$ cat config.mk
export PLATFORM = sky130hd
export DESIGN_NAME = multicycle_controller
export DESIGN_NICKNAME = d
export VERILOG_FILES = /design/src/rtl/mc_pkg.sv /design/src/rtl/mc_alu_decoder.sv /design/src/rtl/multicycle_controller.sv
export SDC_FILE = /design/constraint.sdc
export NUM_CORES = 1
export LEC_CHECK = 0
export BUFFER_PORTS_ARGS = -buffer_cell sky130_fd_sc_hd__buf_2
export CAP_MARGIN = 25
export CORE_MARGIN = 2
export CORE_UTILIZATION = 35
export CTS_BUF_LIST = sky130_fd_sc_hd__clkbuf_16
export DETAILED_ROUTE_END_ITERATION = 8
export GPL_TIMING_DRIVEN = 1
export HOLD_SLACK_MARGIN = 0.12
export PLACE_DENSITY_LB_ADDON = 0.1
export SYNTH_ARGS = -nofsm -noshare
export SYNTH_HDL_FRONTEND = slang
export SYNTH_SLANG_ARGS = --single-unit
$ cat constraint.sdc
create_clock -name clk -period 2.15 [get_ports clk]
set_input_delay 0.43 -clock clk [delete_from_list [all_inputs] [get_ports clk]]
set_output_delay 0.43 -clock clk [all_outputs]
set_load 0.01 [all_outputs]
$ cat src/rtl/mc_pkg.sv
// rtl/mc_pkg.sv - shared types and encodings for the multi-cycle controller
//
// Contents:
//   XLEN_OP       opcode field width (7, fixed by RV32I)
//   state_t       main FSM states FETCH..JAL plus HALT
//   OP_*          decoded opcode constants
//   alu_op_t      ALUOp encoding between the FSM and the ALU decoder
//   ALU_*         ALUControl encodings
//   IMM_*         ImmSrc encodings

package mc_pkg;

   localparam int XLEN_OP = 7;

   typedef enum logic [3:0] {
      FETCH    = 4'd0,
      DECODE   = 4'd1,
      MEMADR   = 4'd2,
      MEMREAD  = 4'd3,
      MEMWB    = 4'd4,
      MEMWRITE = 4'd5,
      EXECUTER = 4'd6,
      EXECUTEI = 4'd7,
      ALUWB    = 4'd8,
      BEQ      = 4'd9,
      JAL      = 4'd10,
      HALT     = 4'd11
   } state_t;

   localparam logic [XLEN_OP-1:0] OP_LW  = 7'b0000011;
   localparam logic [XLEN_OP-1:0] OP_SW  = 7'b0100011;
   localparam logic [XLEN_OP-1:0] OP_R   = 7'b0110011;
   localparam logic [XLEN_OP-1:0] OP_I   = 7'b0010011;
   localparam logic [XLEN_OP-1:0] OP_JAL = 7'b1101111;
   localparam logic [XLEN_OP-1:0] OP_BEQ = 7'b1100011;

   typedef enum logic [1:0] {
      ALUOP_ADD   = 2'b00,
      ALUOP_SUB   = 2'b01,
      ALUOP_FUNCT = 2'b10
   } alu_op_t;

   localparam logic [2:0] ALU_ADD = 3'b000;
   localparam logic [2:0] ALU_SUB = 3'b001;
   localparam logic [2:0] ALU_AND = 3'b010;
   localparam logic [2:0] ALU_OR  = 3'b011;
   localparam logic [2:0] ALU_SLT = 3'b101;

   localparam logic [1:0] IMM_I = 2'b00;
   localparam logic [1:0] IMM_S = 2'b01;
   localparam logic [1:0] IMM_B = 2'b10;
   localparam logic [1:0] IMM_J = 2'b11;

endpackage

$ cat src/rtl/mc_alu_decoder.sv
// rtl/mc_alu_decoder.sv - combinational ALUOp/funct to ALUControl decoder
//
// Ports:
//   alu_op       in  2  operation class requested by the main FSM
//   funct3       in  3  instruction[14:12]
//   funct7b5     in  1  instruction[30]
//   op5          in  1  instruction[5]; separates R-type (sub possible) from I-type
//   alu_control  out 3  ALU operation select

module mc_alu_decoder
   import mc_pkg::*;
(
   input  alu_op_t    alu_op,
   input  logic [2:0] funct3,
   input  logic       funct7b5,
   input  logic       op5,
   output logic [2:0] alu_control
);

   always_comb begin
      alu_control = ALU_ADD;
      case (alu_op)
         ALUOP_ADD: alu_control = ALU_ADD;
         ALUOP_SUB: alu_control = ALU_SUB;
         ALUOP_FUNCT: begin
            case (funct3)
               // addi never subtracts: instruction[30] is an immediate bit there
               3'b000:  alu_control = (funct7b5 & op5) ? ALU_SUB : ALU_ADD;
               3'b010:  alu_control = ALU_SLT;
               3'b110:  alu_control = ALU_OR;
               3'b111:  alu_control = ALU_AND;
               default: alu_control = ALU_ADD;
            endcase
         end
         default: alu_control = ALU_ADD;
      endcase
   end

endmodule

$ cat src/rtl/multicycle_controller.sv
// rtl/multicycle_controller.sv - RV32I multi-cycle control unit (Moore FSM + decoders)
//
// Optional build macro: MC_ILLEGAL_HALT_EN (unrecognised opcode parks in HALT).
//
// Ports:
//   clk         in  1  rising-edge clock
//   reset       in  1  asynchronous active-high, forces FETCH
//   op          in  7  instruction[6:0]
//   funct3      in  3  instruction[14:12]
//   funct7b5    in  1  instruction[30]
//   Zero        in  1  ALU zero flag
//   PCWrite     out 1  PC enable (PCUpdate | Branch & Zero)
//   AdrSrc      out 1  memory address: 0 PC, 1 ALUOut
//   MemWrite    out 1  memory write strobe
//   IRWrite     out 1  instruction / OldPC enable
//   RegWrite    out 1  register file write enable
//   ResultSrc   out 2  00 ALUOut, 01 Data, 10 ALUResult
//   ALUSrcA     out 2  00 PC, 01 OldPC, 10 rs1
//   ALUSrcB     out 2  00 rs2, 01 ImmExt, 10 constant 4
//   ImmSrc      out 2  00 I, 01 S, 10 B, 11 J
//   ALUControl  out 3  ALU operation
//   halted      out 1  high while in HALT

module multicycle_controller
   import mc_pkg::*;
(
   input  logic               clk,
   input  logic               reset,
   input  logic [XLEN_OP-1:0] op,
   input  logic [2:0]         funct3,
   input  logic               funct7b5,
   input  logic               Zero,
   output logic               PCWrite,
   output logic               AdrSrc,
   output logic               MemWrite,
   output logic               IRWrite,
   output logic               RegWrite,
   output logic [1:0]         ResultSrc,
   output logic [1:0]         ALUSrcA,
   output logic [1:0]         ALUSrcB,
   output logic [1:0]         ImmSrc,
   output logic [2:0]         ALUControl,
   output logic               halted
);

   state_t  state;
   state_t  next_state;
   alu_op_t alu_op;
   logic    branch;
   logic    pc_update;

   always_ff @(posedge clk or posedge reset) begin
      if (reset) begin
         state <= FETCH;
      end else begin
         state <= next_state;
      end
   end

   always_comb begin
      next_state = state;
      AdrSrc     = 1'b0;
      MemWrite   = 1'b0;
      IRWrite    = 1'b0;
      RegWrite   = 1'b0;
      ResultSrc  = 2'b00;
      ALUSrcA    = 2'b00;
      ALUSrcB    = 2'b00;
      alu_op     = ALUOP_ADD;
      branch     = 1'b0;
      pc_update  = 1'b0;
      case (state)
         FETCH: begin
            IRWrite    = 1'b1;
            ALUSrcB    = 2'b10;
            ResultSrc  = 2'b10;
            pc_update  = 1'b1;
            next_state = DECODE;
         end
         DECODE: begin
            // speculative branch target OldPC + ImmExt, parked in ALUOut
            ALUSrcA = 2'b01;
            ALUSrcB = 2'b01;
            case (op)
               OP_LW, OP_SW: next_state = MEMADR;
               OP_R:         next_state = EXECUTER;
               OP_I:         next_state = EXECUTEI;
               OP_JAL:       next_state = JAL;
               OP_BEQ:       next_state = BEQ;
`ifdef MC_ILLEGAL_HALT_EN
               default:      next_state = HALT;
`else
               default:      next_state = FETCH;
`endif
            endcase
         end
         MEMADR: begin
            ALUSrcA    = 2'b10;
            ALUSrcB    = 2'b01;
            next_state = (op == OP_LW) ? MEMREAD : MEMWRITE;
         end
         MEMREAD: begin
            AdrSrc     = 1'b1;
            next_state = MEMWB;
         end
         MEMWB: begin
            ResultSrc  = 2'b01;
            RegWrite   = 1'b1;
            next_state = FETCH;
         end
         MEMWRITE: begin
            AdrSrc     = 1'b1;
            MemWrite   = 1'b1;
            next_state = FETCH;
         end
         EXECUTER: begin
            ALUSrcA    = 2'b10;
            alu_op     = ALUOP_FUNCT;
            next_state = ALUWB;
         end
         EXECUTEI: begin
            ALUSrcA    = 2'b10;
            ALUSrcB    = 2'b01;
            alu_op     = ALUOP_FUNCT;
            next_state = ALUWB;
         end
         ALUWB: begin
            RegWrite   = 1'b1;
            next_state = FETCH;
         end
         BEQ: begin
            ALUSrcA    = 2'b10;
            alu_op     = ALUOP_SUB;
            branch     = 1'b1;
            next_state = FETCH;
         end
         JAL: begin
            // PC takes the target from ALUOut while the ALU forms OldPC + 4 for rd
            ALUSrcA    = 2'b01;
            ALUSrcB    = 2'b10;
            pc_update  = 1'b1;
            next_state = ALUWB;
         end
         HALT: begin
            next_state = HALT;
         end
         default: begin
            next_state = FETCH;
         end
      endcase
   end

   assign PCWrite = pc_update | (branch & Zero);

   always_comb begin
      ImmSrc = IMM_I;
      case (op)
         OP_LW, OP_I: ImmSrc = IMM_I;
         OP_SW:       ImmSrc = IMM_S;
         OP_BEQ:      ImmSrc = IMM_B;
         OP_JAL:      ImmSrc = IMM_J;
         default:     ImmSrc = IMM_I;
      endcase
   end

   mc_alu_decoder u_alu_decoder (
      .alu_op      (alu_op),
      .funct3      (funct3),
      .funct7b5    (funct7b5),
      .op5         (op[5]),
      .alu_control (ALUControl)
   );

`ifdef MC_ILLEGAL_HALT_EN
   assign halted = (state == HALT);
`else
   assign halted = 1'b0;
`endif

endmodule

==> results.yml, run 1 <==
clocking:
  clock_latency_ns: 0.23
  clock-sinks: 4
  cts_made_buffers: 3
  h-tree-depth: 1
  cts-root-buf: "clkbuf_16"
  cts_tree: "built"
  clkTransAtPathRegs_ns: 0.03
  cts_max_path_buffers: 2
drt:
  routed_wl_mm: 1.45
  drtIter0Drc: 3
  vias: 644
  drc: 0
  via_per_inst: 5.07
  post_drt_wl_per_cell_microns: 11.4
  drt-pass1-iter-count: 3
  antenna_left: 0
floorplanning:
  core_sq_um: 1510
  die_y_microns: 44.2
  io_pins: 31
  num_rows: 14
  die_area_sq_um: 1960
  initial_core_util: 0.376
  dieWidth_microns: 44.2
global_route:
  grt_max_degree: 17
  grtUsageMet1: 0.204
  grt_use_met2: 0.256
  grtUsageMet3: 0.0367
  globalRoute.busiestLayer: "met2"
  grtUsageTotal: 0.163
  gr-total-overflow: 0
  grt_pass1_vias: 547
  grt_pass1_wl_mm: 2.35
  antenna_found_initial: 0
synthesis:
  synth.distinct_cells: 35
  seq_area_frac_synth: 0.177
  syn_area_sq_um: 567
  yosysWarningCount: 0
  yosys.area.top_type: "dfrtp_1"
  synth_top_area_share: 0.177
  postSynthCellCount: 77
  synth-seq-cells: 4
  synth_area_leaders: "dfrtp_1, nor3b_1, inv_1"
  syn-num-nets: 93
  syn_avg_cell_area_sq_um: 7.36
critical_path:
  setup.worst_path.end_class: "primary output"
  r2r_setup_slack_ns: 0.92
  reg2regPathDepth: 4
  startpoint_type: "flop"
  arrival_ns: 1.62
  rr_startpoint: "state[2]"
  crit_chain: "and2b_1 > and2_4 > ha_1 > nor3b_1 > buf_2"
  r2r-end: "state[1]"
  critical_path_class: "flop to primary output"
  cp_slowest_cell: "dfrtp_1"
  cp_max_fo: 5
  max_stage_delay_ns: 0.39
  cp.required_ns: 1.72
min_path:
  holdPathEnd: "state[1]"
  hp-start: "op[6]"
  hold_depth: 4
  holdCritPathClass: "input pin to flop"
power:
  total_power_mw: 0.704
  leakage_nw: 0.443
  pwr_density_cell_nw_per_um2: 819
  ir_drop_v: 0.000456
place:
  io_buffers: 29
  gp_congestion: 0.748
  pre_cts_slack_ns: 0.188
  place_hpwl_mm: 1.06
sta:
  finalWorstSetupSlack_ns: 0.0980
  min_period_ns: 2.05
  max_freq_mhz: 487
  maxSlewViolCount: 0
  setup_viol_count_final: 0
  rsz0062_at_grt: "yes"
  fin_skew_ns: 0.00260
  min_period_over_period: 0.954
  holdWs_ns: 0.593
  hold_viol: 0
finish:
  reg_top3: "state (4)"
  n_antenna_cell: 0
  syn_to_final_growth_pct: 51.7
  largest_register_ffs: 4
  regMostFlops: "state"
  final_cell_mix: "buf_2, buf_4, inv_1, nor3b_1"
  final_common_cell: "buf_2"
  fin_nets: 129
  drive_above_1_share: 0.432
  final_util: 0.571
status:
  outcome: "finished, final reports clean"
run:
  maxCapViolCount: 0
==> critical path: cells and delay by family (launching register included) <==
kind	cells	cell delay, ns
adder cells (fa/ha/maj)	1	0.30
AND/OR/NAND/NOR	3	0.56
buffers and inverters	1	0.15
flip-flops	1	0.39
==> cell families (layout without fill, tap and decap cells) <==
| logic type | Yosys count | count (layout) | share of synthesized area |
|---|---|---|---|
| AO/OA/AOI/OAI | 14 | 14 | 0.174 |
| buffers and inverters | 14 | 48 | 0.117 |
| AND/OR/NAND/NOR | 39 | 39 | 0.435 |
| flip-flops | 4 | 4 | 0.177 |
| adder cells (fa/ha/maj) | 2 | 2 | 0.0441 |
| other | 1 | 1 | 0.00662 |
| XOR/XNOR | 3 | 3 | 0.0464 |
==> repair_timing <==
item	CTS	global route
hold endpoints to repair	4	0
resized for setup	1	7
endpoints found under the setup margin	1	2
setup buffers	1	2
hold buffers	1	0
pin swaps	0	1
cloned	0	0
==> worst max path at each step <==
stage                     startpoint  slack (ns)       endpoint  depth (start not counted)
after floorplan             state[0]        0.27  ALUControl[1]                          5
after global placement      state[1]        0.25  ALUControl[0]                          8
after detailed placement    state[1]        0.19  ALUControl[0]                          8
after CTS                   state[1]        0.03  ALUControl[0]                          8
after global routing        state[1]       -0.03  ALUControl[0]                          8
final                       state[1]         0.1  ALUControl[1]                          5
==> synth_stat cells, drive strengths merged <==
cell type and instances:
nand4 1, a22oi 1, o21ai 1, a21oi 4, nor4 2, conb 1, nand3b 1, a32o 1
and3b 2, a21o 2, o211ai 2, nand3 2, a211o 1, and3 1, o221a 1, buf 6
and2b 1, and2 2, ha 2, nor2 5, a31oi 1, nand2 4, nor3b 6, xor2 1
clkbuf 1, nor3 4, xnor2 2, inv 7, and4bb 1, and4 2, nand2b 2, nor2b 3
dfrtp 4
==> area by class of cell <==
type / instances / area, sq um
Fill cell: 141 / 647
Multi-Input combinational cell: 59 / 423
Timing Repair Buffer: 38 / 215
Sequential cell: 4 / 100
Clock buffer: 3 / 75.1
Inverter: 7 / 26.3
Tap cell: 16 / 20.0
==> per-layer routing <==
| layer | routed length (microns) | part of all wire | up-vias |
|---|---|---|---|
| met3 | 55 | 0.038 | 2 |
| met1 | 700 | 0.48 | 286 |
| met4 | 19 | 0.013 | 0 |
| met2 | 675 | 0.47 | 18 |
| li1 | - | - | 338 |
| met5 | 0 | 0 | - |
==> per-stage QoR <==
| stage | area (sq um) | instances | TNS, ns |
|---|---|---|---|
| 3_5_place_dp | 729 | 120 | 0 |
| 5_1_grt | 860 | 127 | -0.0430 |
| 6_report | 860 | 127 | 0 |
| 4_1_cts | 825 | 125 | 0 |
| 2_1_floorplan | 567 | 77 | 0 |
| 3_3_place_gp | 729 | 120 | 0 |
==> power by group <==
group | internal, mW | switching, mW | total, mW
Combinational | 0.147 | 0.161 | 0.307
Clock | 0.239 | 0.0620 | 0.301
Sequential | 0.0870 | 0.00895 | 0.0960
Power figures use the tool's default switching activity.
==> run 2, diff against run 1 <==
--- a/config.mk
+++ b/config.mk
@@ -7,7 +7,7 @@
 export LEC_CHECK = 0
 export BUFFER_PORTS_ARGS = -buffer_cell sky130_fd_sc_hd__buf_2
 export CAP_MARGIN = 25
-export CORE_MARGIN = 2
+export CORE_MARGIN = 4
 export CORE_UTILIZATION = 35
 export CTS_BUF_LIST = sky130_fd_sc_hd__clkbuf_16
 export DETAILED_ROUTE_END_ITERATION = 8
@@ -17,3 +17,4 @@
 export SYNTH_ARGS = -nofsm -noshare
 export SYNTH_HDL_FRONTEND = slang
 export SYNTH_SLANG_ARGS = --single-unit
+export TNS_END_PERCENT = 5
==> constraint.sdc (replaced) <==
create_clock -name clk -period 1.7 [get_ports clk]
set_input_delay 0.34 -clock clk [delete_from_list [all_inputs] [get_ports clk]]
set_output_delay 0.34 -clock clk [all_outputs]
set_load 0.01 [all_outputs]
==> results.yml, run 2 (synthesis gave the netlist of run 1 again) <==
finish:
  syn_to_final_growth_pct: 76.2
  reg_top3: "state (4)"
  multi_input_area_sq_um: 509
  n_antenna_cell: 0
  fin_nets: 135
  drive_above_1_share: 0.573
  regArea_sq_um: 101
  final_common_cell: "buf_2"
  final_cell_count_no_fill: 133
  final_cell_mix: "buf_2, buf_4, inv_1"
  largest_register_ffs: 4
  nFillCells: 134
  regMostFlops: "state"
global_route:
  gr-total-overflow: 0
  grt_pass1_vias: 516
  grt_max_degree: 17
  grt_pass1_wl_mm: 2.14
  antenna_found_initial: 0
  grtUsageTotal: 0.132
drt:
  routed_wl_mm: 1.58
  drt-pass1-iter-count: 4
  drc: 0
  vias: 699
  drtIter0Drc: 11
  via_per_inst: 5.26
  antenna_left: 0
  post_drt_wl_per_cell_microns: 11.8
critical_path:
  critical_path_class: "flop to primary output"
  startpoint: "state[1]"
  cp.required_ns: 1.36
  r2r_setup_slack_ns: 0.44
  setup.worst_path.end_class: "primary output"
  cp_max_fo: 3
  reg2regPathDepth: 6
  arrival_ns: 1.59
  r2r-end: "state[0]"
  rr_startpoint: "state[1]"
  crit_path_end: "ALUControl[0]"
  startpoint_type: "flop"
clocking:
  clkTransAtPathRegs_ns: 0.03
  h-tree-depth: 1
  cts_made_buffers: 3
  clock_latency_ns: 0.22
  cts_max_path_buffers: 2
  clock-sinks: 4
  cts_tree: "built"
  cts-root-buf: "clkbuf_16"
status:
  outcome: "complete, but fails checks"
  failed_checks: "negative setup slack"
sta:
  min_period_over_period: 1.14
  fin_skew_ns: 0.000355
  finalWorstSetupSlack_ns: -0.235
  holdWs_ns: 0.507
  setup_viol_count_final: 9
  hold_viol: 0
  maxSlewViolCount: 0
  rsz0062_at_grt: "yes"
  max_freq_mhz: 517
  min_period_ns: 1.93
place:
  pre_cts_slack_ns: -0.0277
  place_hpwl_mm: 1.17
  gp_congestion: 0.805
  io_buffers: 29
  dp_cells: 127
floorplanning:
  initial_core_util: 0.372
  num_rows: 14
  dieWidth_microns: 48.2
  die_y_microns: 48.2
  io_pins: 31
  core_sq_um: 1520
  die_area_sq_um: 2330
power:
  pwr_density_cell_nw_per_um2: 892
  leakage_nw: 0.488
  ir_drop_v: 0.000514
run:
  maxCapViolCount: 0
min_path:
  holdCritPathClass: "input pin to flop"
[run 2: cell types whose count changed in the layout (fill, tap and decap cells not counted), sizes merged]
cell,before,now
buf,37,43
[run 2: routing by layer]
metal	GRT usage	share of wire	routed length, microns	vias up
met5	0	0	0	-
li1	-	-	-	348
met3	0.0111	0.077	122	0
met4	0.0806	0	0	0
met1	0.155	0.40	636	325
met2	0.229	0.52	816	26
[run 2: final cells by class]
class | count | area share
multi-input combinational | 59 | 0.510
sequential | 4 | 0.102
clock buffer | 3 | 0.0752
timing repair buffer | 44 | 0.264
tap | 16 | 0.0201
inverter | 7 | 0.0288
[run 2: critical path, stage by stage, from the launching register on]
cell and delay, ns:
dfrtp_1 0.39, and2b_1 0.21, and2_4 0.18, inv_4 0.04, ha_4 0.15, nor2b_1 0.12
o21ai_1 0.09, a21oi_2 0.06, buf_2 0.13
[run 2: repair_timing]
action	4_1_cts	5_1_grt
endpoints found under the setup margin	5	8
resized for setup	11	8
pin swaps	1	6
hold buffers	1	0
setup buffers	1	1
gates cloned	0	0
hold endpoints to repair	4	0
[run 2: worst min path at each step]
stage,slack [ns],cells past startpoint,from,to
2_1_floorplan,0.11,1,reset,state[0]
3_3_place_gp,0.23,2,reset,state[0]
3_5_place_dp,0.22,2,reset,state[3]
4_1_cts,0.50,4,op[6],state[1]
5_1_grt,0.55,4,op[6],state[1]
6_report,0.51,4,op[6],state[1]
[run 2: power by group]
part | switching, mW | internal [mW] | leakage, nW
Clock | 0.0606 | 0.300 | 0.0370
Sequential | 0.00970 | 0.110 | 0.0516
Combinational | 0.213 | 0.197 | 0.400
Total | 0.283 | 0.607 | 0.488
[run 2: through the flow]
step	total power, mW	cell area, sq um	utilization	setup TNS (ns)
finish	0.890	998	0.655	-1.06
global route	0.954	998	0.655	-1.69
CTS	0.878	943	0.619	-0.612
detailed placement	0.493	796	0.522	-0.0337
global placement	0.491	796	0.522	-0.0577
floorplan	0.364	589	-	-0.0152
